`src/rtl/key_debounce_sevenseg_if.sv`:
```
// Front-panel bus: raw/debounced push-buttons and 7-segment digit/segment lines.
// The master side drives pins and digits; the slave side is the debounce/decode block.
interface key_debounce_sevenseg_if #(
  parameter int unsigned NKEYS = 3,
  parameter int unsigned NDIG  = 6
);
  logic [NKEYS-1:0]  key_n;
  logic [NKEYS-1:0]  key_level;
  logic [NKEYS-1:0]  key_pulse;
  logic [4*NDIG-1:0] digit;
  logic [7*NDIG-1:0] hex;

  modport master (output key_n, digit, input key_level, key_pulse, hex);
  modport slave  (input key_n, digit, output key_level, key_pulse, hex);
endinterface

```
`src/rtl/key_debounce_sevenseg.sv`:
```
// Stopwatch front panel: per-key 2-flop sync + counter debounce with a press pulse,
// plus a combinational hex-to-7-segment (active-low) decoder for every display.
module key_debounce_sevenseg #(
  parameter int unsigned NKEYS           = 3,
  parameter int unsigned NDIG            = 6,
  parameter int unsigned DEBOUNCE_CYCLES = 1000000,
  parameter int unsigned CNT_W           = 20
) (
  input logic                    CLOCK_50,
  input logic                    reset_,
  key_debounce_sevenseg_if.slave bus
);

  localparam logic [CNT_W-1:0] CNT_LAST = CNT_W'(DEBOUNCE_CYCLES - 1);

  logic [NKEYS-1:0] s1;
  logic [NKEYS-1:0] s2;
  logic [NKEYS-1:0] level;
  logic [NKEYS-1:0] pulse;
  logic [CNT_W-1:0] cnt [NKEYS];

  // Counter runs only while the synced pin disagrees with the debounced level,
  // so it always clears before it could pass CNT_LAST.
  always_ff @(posedge CLOCK_50 or negedge reset_) begin
    if (!reset_) begin
      s1    <= '0;
      s2    <= '0;
      level <= '0;
      pulse <= '0;
      for (int k = 0; k < NKEYS; k++) cnt[k] <= '0;
    end else begin
      s1 <= ~bus.key_n;
      s2 <= s1;
      for (int k = 0; k < NKEYS; k++) begin
        pulse[k] <= 1'b0;
        if (s2[k] == level[k]) begin
          cnt[k] <= '0;
        end else if (cnt[k] == CNT_LAST) begin
          level[k] <= s2[k];
          pulse[k] <= s2[k];
          cnt[k]   <= '0;
        end else begin
          cnt[k] <= cnt[k] + CNT_W'(1);
        end
      end
    end
  end

  assign bus.key_level = level;
  assign bus.key_pulse = pulse;

  function automatic logic [6:0] seg7(input logic [3:0] d);
    logic [6:0] s;
    s = 7'h7F;
    case (d)
      4'h0: s = 7'h40;
      4'h1: s = 7'h79;
      4'h2: s = 7'h24;
      4'h3: s = 7'h30;
      4'h4: s = 7'h19;
      4'h5: s = 7'h12;
      4'h6: s = 7'h02;
      4'h7: s = 7'h78;
      4'h8: s = 7'h00;
      4'h9: s = 7'h10;
      4'hA: s = 7'h08;
      4'hB: s = 7'h03;
      4'hC: s = 7'h46;
      4'hD: s = 7'h21;
      4'hE: s = 7'h06;
      4'hF: s = 7'h0E;
    endcase
    return s;
  endfunction

  for (genvar i = 0; i < NDIG; i++) begin : g_dig
    assign bus.hex[7*i +: 7] = seg7(bus.digit[4*i +: 4]);
  end

endmodule

```
`src/flat_wrapper.sv`:
```
// flat-port wrapper written by rule: the top's interface ports become plain ports
module key_debounce_sevenseg_flat 
#(
  parameter int unsigned NKEYS           = 3,
  parameter int unsigned NDIG            = 6,
  parameter int unsigned DEBOUNCE_CYCLES = 1000000,
  parameter int unsigned CNT_W           = 20
)
  (CLOCK_50, reset_, bus_key_n, bus_digit, bus_key_level, bus_key_pulse, bus_hex);
  key_debounce_sevenseg_if #(.NKEYS(NKEYS), .NDIG(NDIG)) bus_i ();
  input logic CLOCK_50;
  input logic reset_;
  input wire logic [$bits(bus_i.key_n)-1:0] bus_key_n;
  input wire logic [$bits(bus_i.digit)-1:0] bus_digit;
  output wire logic [$bits(bus_i.key_level)-1:0] bus_key_level;
  output wire logic [$bits(bus_i.key_pulse)-1:0] bus_key_pulse;
  output wire logic [$bits(bus_i.hex)-1:0] bus_hex;
  assign bus_i.key_n = bus_key_n;
  assign bus_i.digit = bus_digit;
  assign bus_key_level = bus_i.key_level;
  assign bus_key_pulse = bus_i.key_pulse;
  assign bus_hex = bus_i.hex;
  key_debounce_sevenseg #(.NKEYS(NKEYS), .NDIG(NDIG), .DEBOUNCE_CYCLES(DEBOUNCE_CYCLES), .CNT_W(CNT_W)) u_core (.CLOCK_50(CLOCK_50), .reset_(reset_), .bus(bus_i));
endmodule
```
`config.mk`:
```
export PLATFORM = sky130hd
export DESIGN_NAME = key_debounce_sevenseg_flat
export DESIGN_NICKNAME = d
export VERILOG_FILES = /design/src/rtl/key_debounce_sevenseg_if.sv /design/src/rtl/key_debounce_sevenseg.sv /design/src/flat_wrapper.sv
export SDC_FILE = /design/constraint.sdc
export NUM_CORES = 1
export LEC_CHECK = 0
export BUFFER_PORTS_ARGS = -buffer_cell sky130_fd_sc_hd__buf_2
export CAP_MARGIN = 40
export CORE_ASPECT_RATIO = 0.75
export CORE_MARGIN = 2
export CORE_UTILIZATION = 52
export DETAILED_ROUTE_END_ITERATION = 12
export GPL_ROUTABILITY_DRIVEN = 1
export PLACE_DENSITY = 0.82
export SYNTH_ARGS = -nofsm -noshare
export SYNTH_HDL_FRONTEND = slang
export SYNTH_SLANG_ARGS = --single-unit
```
`constraint.sdc`:
```
create_clock -name CLOCK_50 -period 2.3 [get_ports CLOCK_50]
set_clock_uncertainty 0.15 [all_clocks]
set_input_delay 0.23 -clock CLOCK_50 [delete_from_list [all_inputs] [get_ports CLOCK_50]]
set_output_delay 0.23 -clock CLOCK_50 [all_outputs]
set_load 0.005 [all_outputs]
```
Yosys cells after proc, flatten, opt, wreduce, memory -nomap -nowiden

Memory sizes are Yosys's and may differ from the RTL's.
Cells that the tools add are included.

Flip-flop bits (word level): 72
Latch bits: 0
Memory bits (writable): 0
Bits in read-only memories: 672
Input port bits: 29
Output and inout bits: 48
Word-level logic and storage cells: 43
Memories: 6

Add/subtract/negate cells: 3
Multipliers: 0
Div/mod/pow operators: 0
$lt $le $gt $ge: 0
Eq/ne operators: 6
Shift operators: 0
Multiplexer cells: 12
Bitwise gates (word level): 4
Reductions and logical operators: 3

Memory list:

| name             | depth | width | read ports | clocked after Yosys merged registers in | write ports | line                        | RTL |
|---|---|---|---|---|---|---|---|
| (name not given) | 16    | 7     | 1          | 0                                       | 0           | key_debounce_sevenseg.sv:55 | `case (d)` |
| (name not given) | 16    | 7     | 1          | 0                                       | 0           | key_debounce_sevenseg.sv:55 |  |
| (name not given) | 16    | 7     | 1          | 0                                       | 0           | key_debounce_sevenseg.sv:55 |  |
| (name not given) | 16    | 7     | 1          | 0                                       | 0           | key_debounce_sevenseg.sv:55 |  |
| (name not given) | 16    | 7     | 1          | 0                                       | 0           | key_debounce_sevenseg.sv:55 |  |
| (name not given) | 16    | 7     | 1          | 0                                       | 0           | key_debounce_sevenseg.sv:55 |  |

Operators by type and width:

| kind                    | number |
|---|---|
| $mux W20                | 6 |
| $add A20 B1 Y20 const B | 3 |
| $eq A20 B20 Y1 const B  | 3 |
| $mux W1                 | 6 |
| $reduce_and A2 Y1       | 3 |
| $eq A1 B1 Y1            | 3 |
| $not A1 Y1              | 3 |
| $not A3 Y3              | 1 |

Logic depth before layout (Yosys ltp)

Gate-level depths: netlist of the first run.

Depth after elaboration: 3
Mapped depth: 6
Gate-level depth less buffers: 5

Worst setup path after synthesis of the first run

Ideal clock, no wire load.

Path type: flip-flop to flip-flop
Start: register u_core.cnt[15] in the netlist's numbering
End: register u_core.level[2] (netlist: u_core.bus.key_level[2])
Setup time: 0.125 ns
Arrival: 1.850 ns
Required time: 2.025 ns
Slack: 0.175 ns
Stages on the path, launching flop included: 5
Buffers on the path: 0
Period minus slack after synthesis: 2.125 ns
Cell sequence: dfrtp_1 or4b_1 or4_1 nor2_1 mux2_2

Longest elaborated chain between the ends: 2

Ends and longest elaborated chain:

| item                              | line                        | RTL |
|---|---|---|
| from (decl)                       | key_debounce_sevenseg.sv:20 | `logic [CNT_W-1:0] cnt [NKEYS];` |
| from (signal, indexed assignment) | key_debounce_sevenseg.sv:43 | `cnt[k] <= cnt[k] + CNT_W'(1);` |
| $eq A20 B20 Y1                    | key_debounce_sevenseg.sv:38 | `end else if (cnt[k] == CNT_LAST) begin` |
| $reduce_and A2 Y1 (no line)       | -                           |  |
| to (signal, indexed assignment)   | key_debounce_sevenseg.sv:39 | `level[k] <= s2[k];` |
| to (decl)                         | key_debounce_sevenseg.sv:18 | `logic [NKEYS-1:0] level;` |

Every way passes these cells.
A chain may end at the register's enable or synchronous reset.

Worst setup path after layout of the first run

Start: register u_core.cnt[48] in the netlist's numbering
End: register u_core.level[0] (netlist: u_core.bus.key_level[0])

Same word-level chain as after synthesis.

==> results of run 1 <==
Yosys cell counts, drive strengths merged:
cell type	count	area, sq um
inv	35	131
o31ai	11	96.3
xor2	17	149
or3b	5	43.8
o211ai	1	7.51
a31oi	1	6.26
or4b	3	30.0
and3b	3	26.3
mux4	6	135
o21ai	23	115
or3	11	70.1
a32o	6	60.1
nor2	64	240
nand2	26	97.6
mux2i	20	200
nor4b	3	26.3
nor3	8	40.0
and3	4	26.3
nand3b	1	7.51
nand3	27	145
mux2	10	113
xnor2	20	175
nor2b	5	31.3
clkbuf	8	30.0
o21a	1	7.51
ha	39	488
nor4	5	31.3
or2	1	6.26
buf	14	65.1
dfrtp	72	1800
a21oi	23	119
nand2b	7	43.8
or4	17	131
and2	3	18.8
a22o	10	87.6
o22ai	4	25.0
and4	2	17.5
nand4	7	43.8
path summary, 6_finish.rpt:
check                                                       to  slack [ps]  cells past startpoint
max reg2reg                u_core.bus.key_level[0]$_DFFE_PN0P_          90                      4
min                                     u_core.s2[1]$_DFF_PN0_         200                      0
max                        u_core.bus.key_level[0]$_DFFE_PN0P_          90                      4
min in group asynchronous             u_core.cnt[23]$_DFF_PN0_         300                      3
min reg2reg                             u_core.s2[1]$_DFF_PN0_         200                      0
max in group asynchronous    u_core.bus.key_pulse[2]$_DFF_PN0_        1400                      3
worst max-delay path, stage by stage (launching register included):
cell and delay [ps]:
dfrtp_1 390, or4b_1 540, or4_1 560, nor2_2 120, mux2_2 340
through the flow:
stage          instances  worst slack [ps]
2_1_floorplan        523               175
3_3_place_gp         715               111
3_5_place_dp         715              57.1
4_1_cts              735              39.4
5_1_grt              735             -8.27
6_report             735              88.5
logic make-up after synthesis:
logic type                 after synthesis  share of synthesized area [%]
xor gates and xnor gates                37                           6.63
muxes                                   36                           9.16
buffers and inverters                   57                           4.63
adders and majority gates               39                           9.98
and+or+nand+nor                        202                           22.0
AOI/OAI and AO/OA                       80                           10.7
DFF                                     72                           36.8
registers in the layout, indices dropped and copies added (netlist names):
register	flops
u_core.bus.key_level	3
u_core.bus.key_pulse	3
u_core.cnt	60
u_core.s1	3
u_core.s2	3
area by class of cell:
type                            count  area (sq um)  area share (%)
Clock buffer                        9           225            3.87
Sequential cell                    72          1800            30.9
Multi-Input combinational cell    394          2880            49.4
Timing Repair Buffer               90           508            8.72
Tap cell                          128           160            2.75
Inverter                           35           131            2.26
Clock inverter                      7           120            2.06
metal layers:
metal | up-vias | GRT usage [%]
met5 | - | 0
met3 | 5 | 4.91
li1 | 2000 | -
met4 | 0 | 4.76
met1 | 1925 | 25.4
met2 | 70 | 35.0
report_power, final:
part,internal (mW),switching [mW]
clock network,1.06,0.523
logic,0.194,0.223
registers,1.29,0.0187
total,2.54,0.765
repair_timing:
| item | CTS | global route |
|---|---|---|
| endpoints found under the setup margin | 0 | 4 |
| hold buffers | 4 | 0 |
| endpoints found under the hold margin | 75 | 0 |
| gates resized for setup | 0 | 4 |
==> results by group, run 1 <==
STA
  • Final Hold Viols: 0
  • Setup TNS: 0 ps
  • Max Slew Vio Count: 0
  • Tcrit/Tclk final: 96.2%
  • Worst-Margin Slew: 372 ps
  • Slew Limit Headroom: 75.2%
  • Fmax achieved: 0.452 GHz
  • Setup-failing EPs final: 0
  • Post-layout minimum cycle time: 2210 ps
  • Unrepaired setup endpoints after global routing: true
  • Hold Slack: 201 ps

Floorplanning
  • I/O pins: 77
  • Row Count: 30
  • Core area: 9080 sq um
  • Die width: 116 um
  • Die area: 10200 sq um
  • Die span in y: 88.0 um
  • Starting Density: 53.8%

Setup path
  • Reg-to-reg startpoint: u_core.cnt[48]$_DFF_PN0_
  • Startpoint types: register
  • Crit path kind: register to register
  • WP data required: 2360 ps
  • Arrival time at the worst endpoint: 2270 ps
  • Crit. Startpoint: u_core.cnt[48]$_DFF_PN0_
  • Crit-path max FO: 3
  • Setup crit end kind: register

CTS
  • CTS tree: done
  • Root Buffer Master: clkbuf_16
  • Clock sinks: 72
  • H-tree lvl count: 3
  • CTS clk-pin slew, worst paths: 60 ps
  • Worst skew pair latency: 330 ps
  • # Post-CTS Setup Buffers: 0
  • CTS max path bufs: 2
  • Cts bufs inserted: 9

Global route
  • All-layer global routing usage: 20.0%
  • GRT overflow: 0
  • Initial antenna violation count: 0
  • Vias in the first global route: 3821
  • First-pass GRT wire length: 16600 um
  • Largest net degree at the start of global routing: 73

Detailed routing
  • WL/cell: 13.2 um
  • Drt total wl: 9710 um
  • First-pass DRT Iterations: 4
  • Avg Vias per Cell: 5.44
  • Met3 routed WL: 361 um
  • DR iter-0 viols: 183
  • Met2 Routed Length: 4690 um
  • Post-route ant nets: 0
  • Post-Route M1 WL: 4610 um
  • Residual DRC: 0
  • Routed via count: 4000
  • DR top layer: met4

Yosys
  • Seq/Total Area, Yosys: 36.8%
  • Synth Register Bits: 72
  • Post-synth design cell area: 4890 sq um
  • Yosys cell types: 49
  • Net Count, Synth: 591
  • Mean Syn Cell Area: 9.35 sq um
  • Syn Inst Count: 523
  • YS warnings: 0

Finish
  • Area Overhead vs Synth: 19.1%
  • Nets: 670
  • Commonest non-fill, non-tap cell in the layout: buf_2
  • Number of inserted diodes: 0
  • Design area: 5820 sq um
  • Post-layout util: 64.1%
  • Filler Cell Count: 748
  • Layout cells sized above 1: 22.4%
  • Most frequent cells in the layout: buf_2 (76), dfrtp_1 (72), nor2_1 (63), ha_1 (39), inv_1 (35)

Power
  • PwrDens: 567 nW/um^2
  • Leak Pwr: 2.69 nW
  • Final Power: 3.30 mW
  • Max VDD drop: 0.000394 V

Placement
  • Post-DP Area: 5420 sq um
  • Final GP Congestion: 0.857
  • Number of port buffers: 76
  • Post-DP HPWL: 6990 um

Run status
  • Status: complete, no violations

Job
  • Max Cap Violations: 0

Hold path
  • Hold_sp: u_core.s1[1]$_DFF_PN0_
  • Worst hold path class: register to register
Note: power is estimated with default switching activity, not from simulation.
==> run 2: changes to the inputs <==
- GPL_TIMING_DRIVEN: not set -> 0
==> results by group, run 2 (synthesis gave the netlist of run 1 again) <==
Run status
  • Status: complete, no violations

Floorplanning
  • Die area: 10200 sq um
  • Starting Density: 53.8%
  • Row Count: 30
  • I/O pins: 77
  • Die width: 116 um
  • Die span in y: 88.0 um
  • Core area: 9080 sq um

Finish
  • Layout cells sized above 1: 22.3%
  • Nets: 687
  • Largest register by flop count: u_core.cnt
  • Most frequent cells in the layout: buf_2 (78), dfrtp_1 (70), nor2_1 (64), ha_1 (37), inv_1 (35)
  • Commonest non-fill, non-tap cell in the layout: buf_2
  • Flip-flop count of the largest register after layout: 60
  • Number of inserted diodes: 0
  • Area Overhead vs Synth: 19.8%
  • Filler Cell Count: 744
  • Design area: 5860 sq um

CTS
  • CTS tree: done
  • H-tree lvl count: 3
  • Cts bufs inserted: 9
  • CTS clk-pin slew, worst paths: 50 ps
  • Clock sinks: 72
  • Worst skew pair latency: 320 ps
  • Root Buffer Master: clkbuf_16
  • CTS max path bufs: 2

Setup path
  • Arrival time at the worst endpoint: 2300 ps
  • WP data required: 2360 ps
  • Setup crit end kind: register
  • Worst reg2reg path depth: 5
  • R2r endpoint: u_core.cnt[33]$_DFF_PN0_
  • Reg-to-reg startpoint: u_core.cnt[36]$_DFF_PN0_
  • Startpoint types: register
  • Crit-path max FO: 10
  • Crit path kind: register to register
  • R2R Setup Slk: 60 ps

Placement
  • Final GP Congestion: 0.865
  • Post-DP Area: 5460 sq um
  • Pre-CTS WS: 23.8 ps
  • Post-DP HPWL: 7430 um
  • Number of port buffers: 76

Power
  • Net Sw Frac: 24.3%
  • Max VDD drop: 0.000429 V
  • Leak Pwr: 2.69 nW
  • Part of the power in registers: 43.0%
  • PwrDens: 520 nW/um^2
  • Sw Pwr: 0.739 mW
  • Internal Power: 2.31 mW
  • Combinational power share: 14.3%
  • Clk pwr share: 42.7%

Global route
  • GRT overflow: 0
  • Initial antenna violation count: 0
  • Largest net degree at the start of global routing: 48
  • All-layer global routing usage: 19.8%
  • First-pass GRT wire length: 16500 um
  • Vias in the first global route: 3735

STA
  • Tcrit/Tclk final: 97.3%
  • Post-layout minimum cycle time: 2240 ps
  • Worst-Margin Slew: 570 ps
  • Slew Limit Headroom: 61.6%
  • Fmax achieved: 0.447 GHz
  • Final worst slack: 62.9 ps
  • Max Slew Vio Count: 0
  • Setup-failing EPs final: 0
  • Final Hold Viols: 0

Detailed routing
  • Avg Vias per Cell: 5.46
  • WL/cell: 13.4 um
  • DR iter-0 viols: 177
  • First-pass DRT Iterations: 5
  • Drt total wl: 10000 um
  • Post-route ant nets: 0
  • Residual DRC: 0
  • Routed via count: 4105

Job
  • Max Cap Violations: 0

Hold path
  • Worst hold path class: primary input to asynchronous set/reset pin
run 2: area by class of cell:
type	instances	area [sq um]	share of cell area (%)
Multi-Input combinational cell	394	2890	49.4
Sequential cell	72	1800	30.8
Timing Repair Buffer	85	480	8.20
Clock buffer	13	270	4.61
Tap cell	128	160	2.73
Inverter	35	131	2.24
Buffer	22	105	1.79
Clock inverter	3	15.0	0.256
run 2: routing by layer:
layer	global-route usage [%]	share of wire, %
met2	33.0	48
met3	5.12	4.8
met4	4.65	0.95
met5	0	0
met1	26.3	46
run 2: worst max-delay path by stage:
| stage | from | end |
|---|---|---|
| 5_1_grt | u_core.cnt[15]$_DFF_PN0_ | u_core.cnt[13]$_DFF_PN0_ |
| 3_3_place_gp | u_core.cnt[0]$_DFF_PN0_ | u_core.cnt[18]$_DFF_PN0_ |
| 2_1_floorplan | u_core.cnt[15]$_DFF_PN0_ | u_core.bus.key_level[2]$_DFFE_PN0P_ |
| 6_report | u_core.cnt[36]$_DFF_PN0_ | u_core.cnt[33]$_DFF_PN0_ |
| 3_5_place_dp | u_core.cnt[0]$_DFF_PN0_ | u_core.cnt[18]$_DFF_PN0_ |
| 4_1_cts | u_core.cnt[40]$_DFF_PN0_ | u_core.cnt[58]$_DFF_PN0_ |
run 2: power groups by stage:
stage	combinational [mW]	sequential [mW]	clock, mW
5_1_grt	0.492	1.31	1.39
2_1_floorplan	0.244	1.32	0
6_report	0.437	1.31	1.30
3_3_place_gp	0.395	1.33	0
4_1_cts	0.429	1.30	1.33
3_5_place_dp	0.422	1.33	0
run 2: critical path, stage by stage, from the launching register on:
cell	delay (ps)
dfrtp_1	400
nand3_1	160
or4b_2	730
o31ai_4	370
buf_4	240
nor2_1	70
run 2: timing repair:
| action | 4_1_cts | 5_1_grt |
|---|---|---|
| endpoints found under the hold margin | 28 | 0 |
| setup buffers | 0 | 4 |
| hold buffers | 4 | 0 |
| setup endpoints to repair | 0 | 25 |
| resized for setup | 0 | 12 |
run 2: metrics by stage:
stage | util, % | hold WS (ps) | power, mW | std cells | TNS (ps)
global route | 64.5 | 218 | 3.19 | 752 | -95.9
finish | 64.5 | 196 | 3.05 | 752 | 0
global placement | 59.8 | 184 | 1.72 | 727 | 0
floorplan | - | -216 | 1.57 | 523 | 0
CTS | 63.7 | 197 | 3.06 | 748 | 0
detailed placement | 60.1 | 12.2 | 1.75 | 728 | 0
